--- src/rtl/mem_port_arbiter.sv ---
// Purpose: round-robin arbiter sharing one dual-port RAM among NUM_REQ requesters, two grants per cycle.
// Latency: grant is combinational in the issue cycle; read data returns on rsp_* one cycle later.
// Backpressure: ungranted requesters simply hold req; same-address write hazards defer port B.
module mem_port_arbiter #(
  parameter int NUM_REQ        = 4,
  parameter int address_length = 4,
  parameter int word_length    = 64
) (
  input  logic                              clk,
  input  logic                              reset,
  input  logic [NUM_REQ-1:0]                req,
  input  logic [NUM_REQ-1:0]                req_we,
  input  logic [NUM_REQ*address_length-1:0] req_addr,
  input  logic [NUM_REQ*word_length-1:0]    req_wdata,
  output logic [NUM_REQ-1:0]                gnt,
  output logic [NUM_REQ-1:0]                rsp_valid,
  output logic [NUM_REQ*word_length-1:0]    rsp_rdata,
  output logic [address_length-1:0]         ram_address_a,
  output logic [address_length-1:0]         ram_address_b,
  output logic [word_length-1:0]            ram_data_a,
  output logic [word_length-1:0]            ram_data_b,
  output logic                              ram_wren_a,
  output logic                              ram_wren_b,
  input  logic [word_length-1:0]            ram_q_a,
  input  logic [word_length-1:0]            ram_q_b
);

  localparam int IW = $clog2(NUM_REQ);

  logic [IW-1:0] rr_ptr;
  logic          vld_a, vld_b;
  logic [IW-1:0] own_a, own_b;

  logic          a_found, b_found;
  logic [IW-1:0] a_idx, b_idx, idx;

  // Scan from rr_ptr: first pending wins port A, next non-conflicting pending wins port B.
  always_comb begin
    a_found = 1'b0;
    b_found = 1'b0;
    a_idx   = '0;
    b_idx   = '0;
    idx     = '0;
    for (int k = 0; k < NUM_REQ; k++) begin
      idx = rr_ptr + IW'(k);
      if (!reset && req[idx]) begin
        if (!a_found) begin
          a_found = 1'b1;
          a_idx   = idx;
        end else if (!b_found &&
                     !((req_addr[idx*address_length +: address_length] ==
                        req_addr[a_idx*address_length +: address_length]) &&
                       (req_we[idx] || req_we[a_idx]))) begin
          b_found = 1'b1;
          b_idx   = idx;
        end
      end
    end
  end

  // Drive grants and RAM ports from the winners; idle ports are all-zero.
  always_comb begin
    gnt           = '0;
    ram_address_a = '0;
    ram_address_b = '0;
    ram_data_a    = '0;
    ram_data_b    = '0;
    ram_wren_a    = 1'b0;
    ram_wren_b    = 1'b0;
    if (a_found) begin
      gnt[a_idx]    = 1'b1;
      ram_address_a = req_addr[a_idx*address_length +: address_length];
      ram_data_a    = req_wdata[a_idx*word_length +: word_length];
      ram_wren_a    = req_we[a_idx];
    end
    if (b_found) begin
      gnt[b_idx]    = 1'b1;
      ram_address_b = req_addr[b_idx*address_length +: address_length];
      ram_data_b    = req_wdata[b_idx*word_length +: word_length];
      ram_wren_b    = req_we[b_idx];
    end
  end

  // Advance the pointer past the last requester granted; hold it when nothing was granted.
  always_ff @(posedge clk) begin
    if (reset) begin
      rr_ptr <= '0;
    end else if (b_found) begin
      rr_ptr <= b_idx + 1'b1;
    end else if (a_found) begin
      rr_ptr <= a_idx + 1'b1;
    end
  end

  // Tag each port that carried a read so its RAM output can be routed back next cycle.
  always_ff @(posedge clk) begin
    if (reset) begin
      vld_a <= 1'b0;
      vld_b <= 1'b0;
      own_a <= '0;
      own_b <= '0;
    end else begin
      vld_a <= a_found && !req_we[a_idx];
      vld_b <= b_found && !req_we[b_idx];
      own_a <= a_idx;
      own_b <= b_idx;
    end
  end

  // Route registered RAM output to the owning requester; both ports never share an owner.
  always_comb begin
    rsp_valid = '0;
    rsp_rdata = '0;
    if (vld_a) begin
      rsp_valid[own_a]                         = 1'b1;
      rsp_rdata[own_a*word_length +: word_length] = ram_q_a;
    end
    if (vld_b) begin
      rsp_valid[own_b]                         = 1'b1;
      rsp_rdata[own_b*word_length +: word_length] = ram_q_b;
    end
  end

endmodule

--- config.mk ---
export PLATFORM = sky130hd
export DESIGN_NAME = mem_port_arbiter
export DESIGN_NICKNAME = d
export VERILOG_FILES = /design/src/rtl/mem_port_arbiter.sv
export SDC_FILE = /design/constraint.sdc
export NUM_CORES = 1
export LEC_CHECK = 0
export ABC_CLOCK_PERIOD_IN_PS = 6000
export CORE_AREA = 2 2 319 321
export CTS_CLUSTER_SIZE = 16
export DETAILED_ROUTE_END_ITERATION = 8
export DIE_AREA = 0 0 321 323
export PLACE_DENSITY = 0.32
export SYNTH_ARGS = -nofsm -noshare
export SYNTH_HDL_FRONTEND = slang
export SYNTH_SLANG_ARGS = --single-unit
export TNS_END_PERCENT = 1
--- constraint.sdc ---
create_clock -name clk -period 6 [get_ports clk]
set_clock_uncertainty 0.2 [all_clocks]
set_input_delay 0.6 -clock clk [delete_from_list [all_inputs] [get_ports clk]]
set_output_delay 0.6 -clock clk [all_outputs]
set_load 0.1 [all_outputs]
==> results by group <==
Route
  • Pre-antenna DRT Iters: 5
  • DRC violations left: 0
  • Drt wl/cell: 29.5 um
  • Initial DRC Count: 783
  • Routed wl met2: 43700 um
  • Uppermost routed layer: met5
  • DR vias/cell: 4.26
  • Final wirelength: 89900 um
  • Met1 WL: 37000 um
  • Antenna viol nets, final: 0
  • Via count: 13000
  • Met3 WL post-DR: 7600 um

Layout
  • Layout cells sized above 1: 21.6%
  • Net count, final: 2154
  • Layout area overhead: 133%
  • Layout Cells excl Fill: 3048
  • Final Util: 20.1%

Floorplanning
  • FP Rows: 117
  • Die ar.: 0.104 mm2
  • Initial core utilization: 8.62%
  • Die H: 323 um
  • IO Pins: 812
  • Core ar.: 0.101 mm2
  • Chip width: 321 um

Synth
  • Post-Syn Area per Cell: 9.03 um2
  • Post-synthesis cell type count: 59
  • Flops & latches, synth: 8
  • Asr flop ratio synth: 0%
  • Sequential-to-total area share from yosys stat: 1.84%
  • Top_reg_cell synth: dfxtp_1
  • Mapped Cells: 962
  • Post-synth EDFFs: 0
  • Post-Syn Nets: 1386
  • Synth warn: 0
  • Cell area after synthesis: 0.00868 mm2

Timing
  • Fin crit period: 5.68 ns
  • Fmax: 176 MHz
  • Setup_tns: 0 ns
  • Share of the cycle needed by the critical path after routing: 94.7%
  • Worst setup margin: 0.316 ns
  • RSZ-0062 raised after global routing: no
  • Final setup vio count: 0
  • Final max-slew violation count: 0
  • Worst rel slew slack: 19.9%
  • Final hold viol count: 0
  • Slew @ Worst Pin: 1.20 ns

Pwr
  • Maximum vdd drop: 0.000422 V
  • Static power due to leakage: 6.99 nW
  • Cell Pwr Density: 447 mW/mm2

Clocking
  • Clock Tree Buf Depth: 2
  • Clock root buffer: clkbuf_16
  • Clk_lat worst skew: 0.24 ns
  • H-tree levels: 1
  • CTS clk-pin slew, worst paths: 0.04 ns
  • Post-CTS Hold Fix Bufs: 0
  • Total CTS buffers: 3
  • CTS tree: yes
  • Sink Count: 8

Critical path
  • Critical path launch point type: input port
  • WP data required: 5.20 ns
  • Worst-path fanout max: 12
  • Crit. End Element: primary output
  • Crit Path Class: input port to primary output
  • CP arrival: 4.88 ns

Job
  • Max-capacitance violation count: 0

Min path
  • Worst min-delay path class: flip-flop to flip-flop

Place
  • HPWL after detailed placement: 74700 um
  • DP Cell Count: 3028
  • Final RePlAce weighted congestion: 0.860
  • Setup Slack @ Placement: 0.0621 ns
  • Port Buffers: 811

Run status
  • Status: finished clean

Global routing
  • First-pass GRT wire length: 118000 um
  • Largest net degree at the start of global routing: 65
  • GRT Util Overall: 16.1%
  • Initial antenna violation count: 45
  • Grt ovf: 0
  • Vias in the first global route: 13400
==> path summary, 6_finish.rpt <==
kind | startpoint | endpoint | slack (ns) | cells past startpoint
hold reg to reg | rr_ptr[1] | rr_ptr[1] | 0.69 | 4
setup / recovery | req[1] | ram_data_b[35] | 0.32 | 18
setup reg to reg | rr_ptr[0] | rr_ptr[1] | 1.63 | 15
hold / removal | rr_ptr[1] | rr_ptr[1] | 0.69 | 4
==> cell type report <==
type / count / area [um2]
Tap cell: 1309 / 1640
Sequential cell: 8 / 160
Inverter: 10 / 40.0
Multi-Input combinational cell: 823 / 8120
Antenna cell: 11 / 27.5
Clock buffer: 3 / 75.1
Fill cell: 11100 / 80400
Timing Repair Buffer: 884 / 10200
==> layer usage <==
metal / up-vias / track usage, %
li1: 5575 / -
met1: 6611 / 20.0
met2: 697 / 27.6
met3: 98 / 4.86
met4: 8 / 3.31
met5: - / 0
==> placed cells by master (no fill, tap or decap), drive strengths merged, types with 2 or more instances in the layout <==
cell           instances
o21a                   3
dfxtp                  8
nand3                  8
nor2                  11
a21o                   2
o211a                  2
a31oi                  3
o21ai                 16
and3                   9
o22ai                 70
or3                    2
inv                   10
nand2                 23
a2111oi                2
a21oi                  8
mux2i                157
o31ai                  4
nor4                   2
clkdlybuf4s50        635
mux2                   5
xor2                   2
a22o                 261
a22oi                  2
diode                 11
xnor2                  7
a211o                  3
nor3                  10
and2                   3
nor2b                 72
buf                  248
mux4                  86
clkbuf                 4
nand3b                 2
nand4b                 2
and4                   3
a211oi                 9
ha                    14
o211ai                 2
nand4                  7
==> repair_timing <==
action / 4_1_cts / 5_1_grt
setup buffers: 0 / 5
gates resized for setup: 0 / 16
hold endpoints to repair: 0 / 0
endpoints found under the setup margin: 0 / 67
==> report_power, final <==
part	internal [mW]	leakage (nW)	switching (mW)	total, mW
Clock	0.0863	0.0370	0.0290	0.115
Combinational	3.00	6.89	5.83	8.83
Sequential	0.0707	0.0663	0.0341	0.105
==> kinds of logic after synthesis <==
| group | Yosys count | synth area share, % |
|---|---|---|
| adders and majority gates | 14 | 2.02 |
| and+or+nand+nor | 160 | 10.8 |
| muxes | 248 | 41.1 |
| DFF | 8 | 1.84 |
| buffers and inverters | 131 | 6.90 |
| AOI/OAI and AO/OA | 392 | 36.4 |
| xor gates and xnor gates | 9 | 0.908 |
==> worst max-delay path: stages <==
cell and delay (ns):
clkdlybuf4s50_1 0.58, mux2i_1 0.13, and2_1 0.21, a211oi_2 0.23, ha_1 0.21, buf_4 0.15
mux4_2 0.50, xor2_1 0.18, nand3_1 0.10, o31a_1 0.34, nor3_1 0.18, a22oi_1 0.13
o31ai_4 0.11, buf_12 0.22, buf_4 0.25, mux2i_1 0.34, o22ai_1 0.18, buf_12 0.20
==> state kept, by name, indices dropped and copies added, names as in the netlist <==
| signal | flops |
|---|---|
| vld_a | 1 |
| own_b | 2 |
| rr_ptr | 2 |
| vld_b | 1 |
| own_a | 2 |
==> Yosys cell counts, types with 2 or more instances <==
library cell  number  area share (%)
a22o_1           261              26
mux2i_1          157              18
mux4_2            86              22
clkbuf_1          83             3.6
nor2b_1           72             5.2
o22ai_1           70             5.0
buf_2             23             1.3
nand2_1           23            0.99
ha_1              14             2.0
o21ai_0           14            0.81
nor2_1            11            0.48
inv_1             10            0.43
and3_1             9            0.65
buf_6              9             1.2
nor3_1             9            0.52
a211oi_1           8            0.69
a21oi_1            8            0.46
dfxtp_1            8             1.8
nand3_1            7            0.40
nand4_1            7            0.50
xnor2_1            7            0.71
o31ai_1            4            0.35
a211o_1            3            0.30
a31oi_1            3            0.22
and2_1             3            0.22
and4_1             3            0.30
buf_1              3            0.13
buf_4              3            0.26
o21a_1             3            0.26
a21o_1             2            0.17
mux2_2             2            0.26
mux2_4             2            0.35
nand3b_1           2            0.17
nand4b_1           2            0.20
nor4_1             2            0.14
o211a_1            2            0.23
o211ai_1           2            0.17
o21ai_1            2            0.12
or3_1              2            0.14
xor2_1             2            0.20
==> metrics by stage <==
stage               hold slack [ns]  cell area, um2  power (mW)
detailed placement            0.671           20000        8.90
finish                        0.693           20300        9.05
CTS                           0.685           20100        9.05
global route                  0.754           20300        9.35
floorplan                     0.606            8680        5.59
global placement              0.669           20000        8.92
No activity file was read; power rests on OpenSTA's default activity.
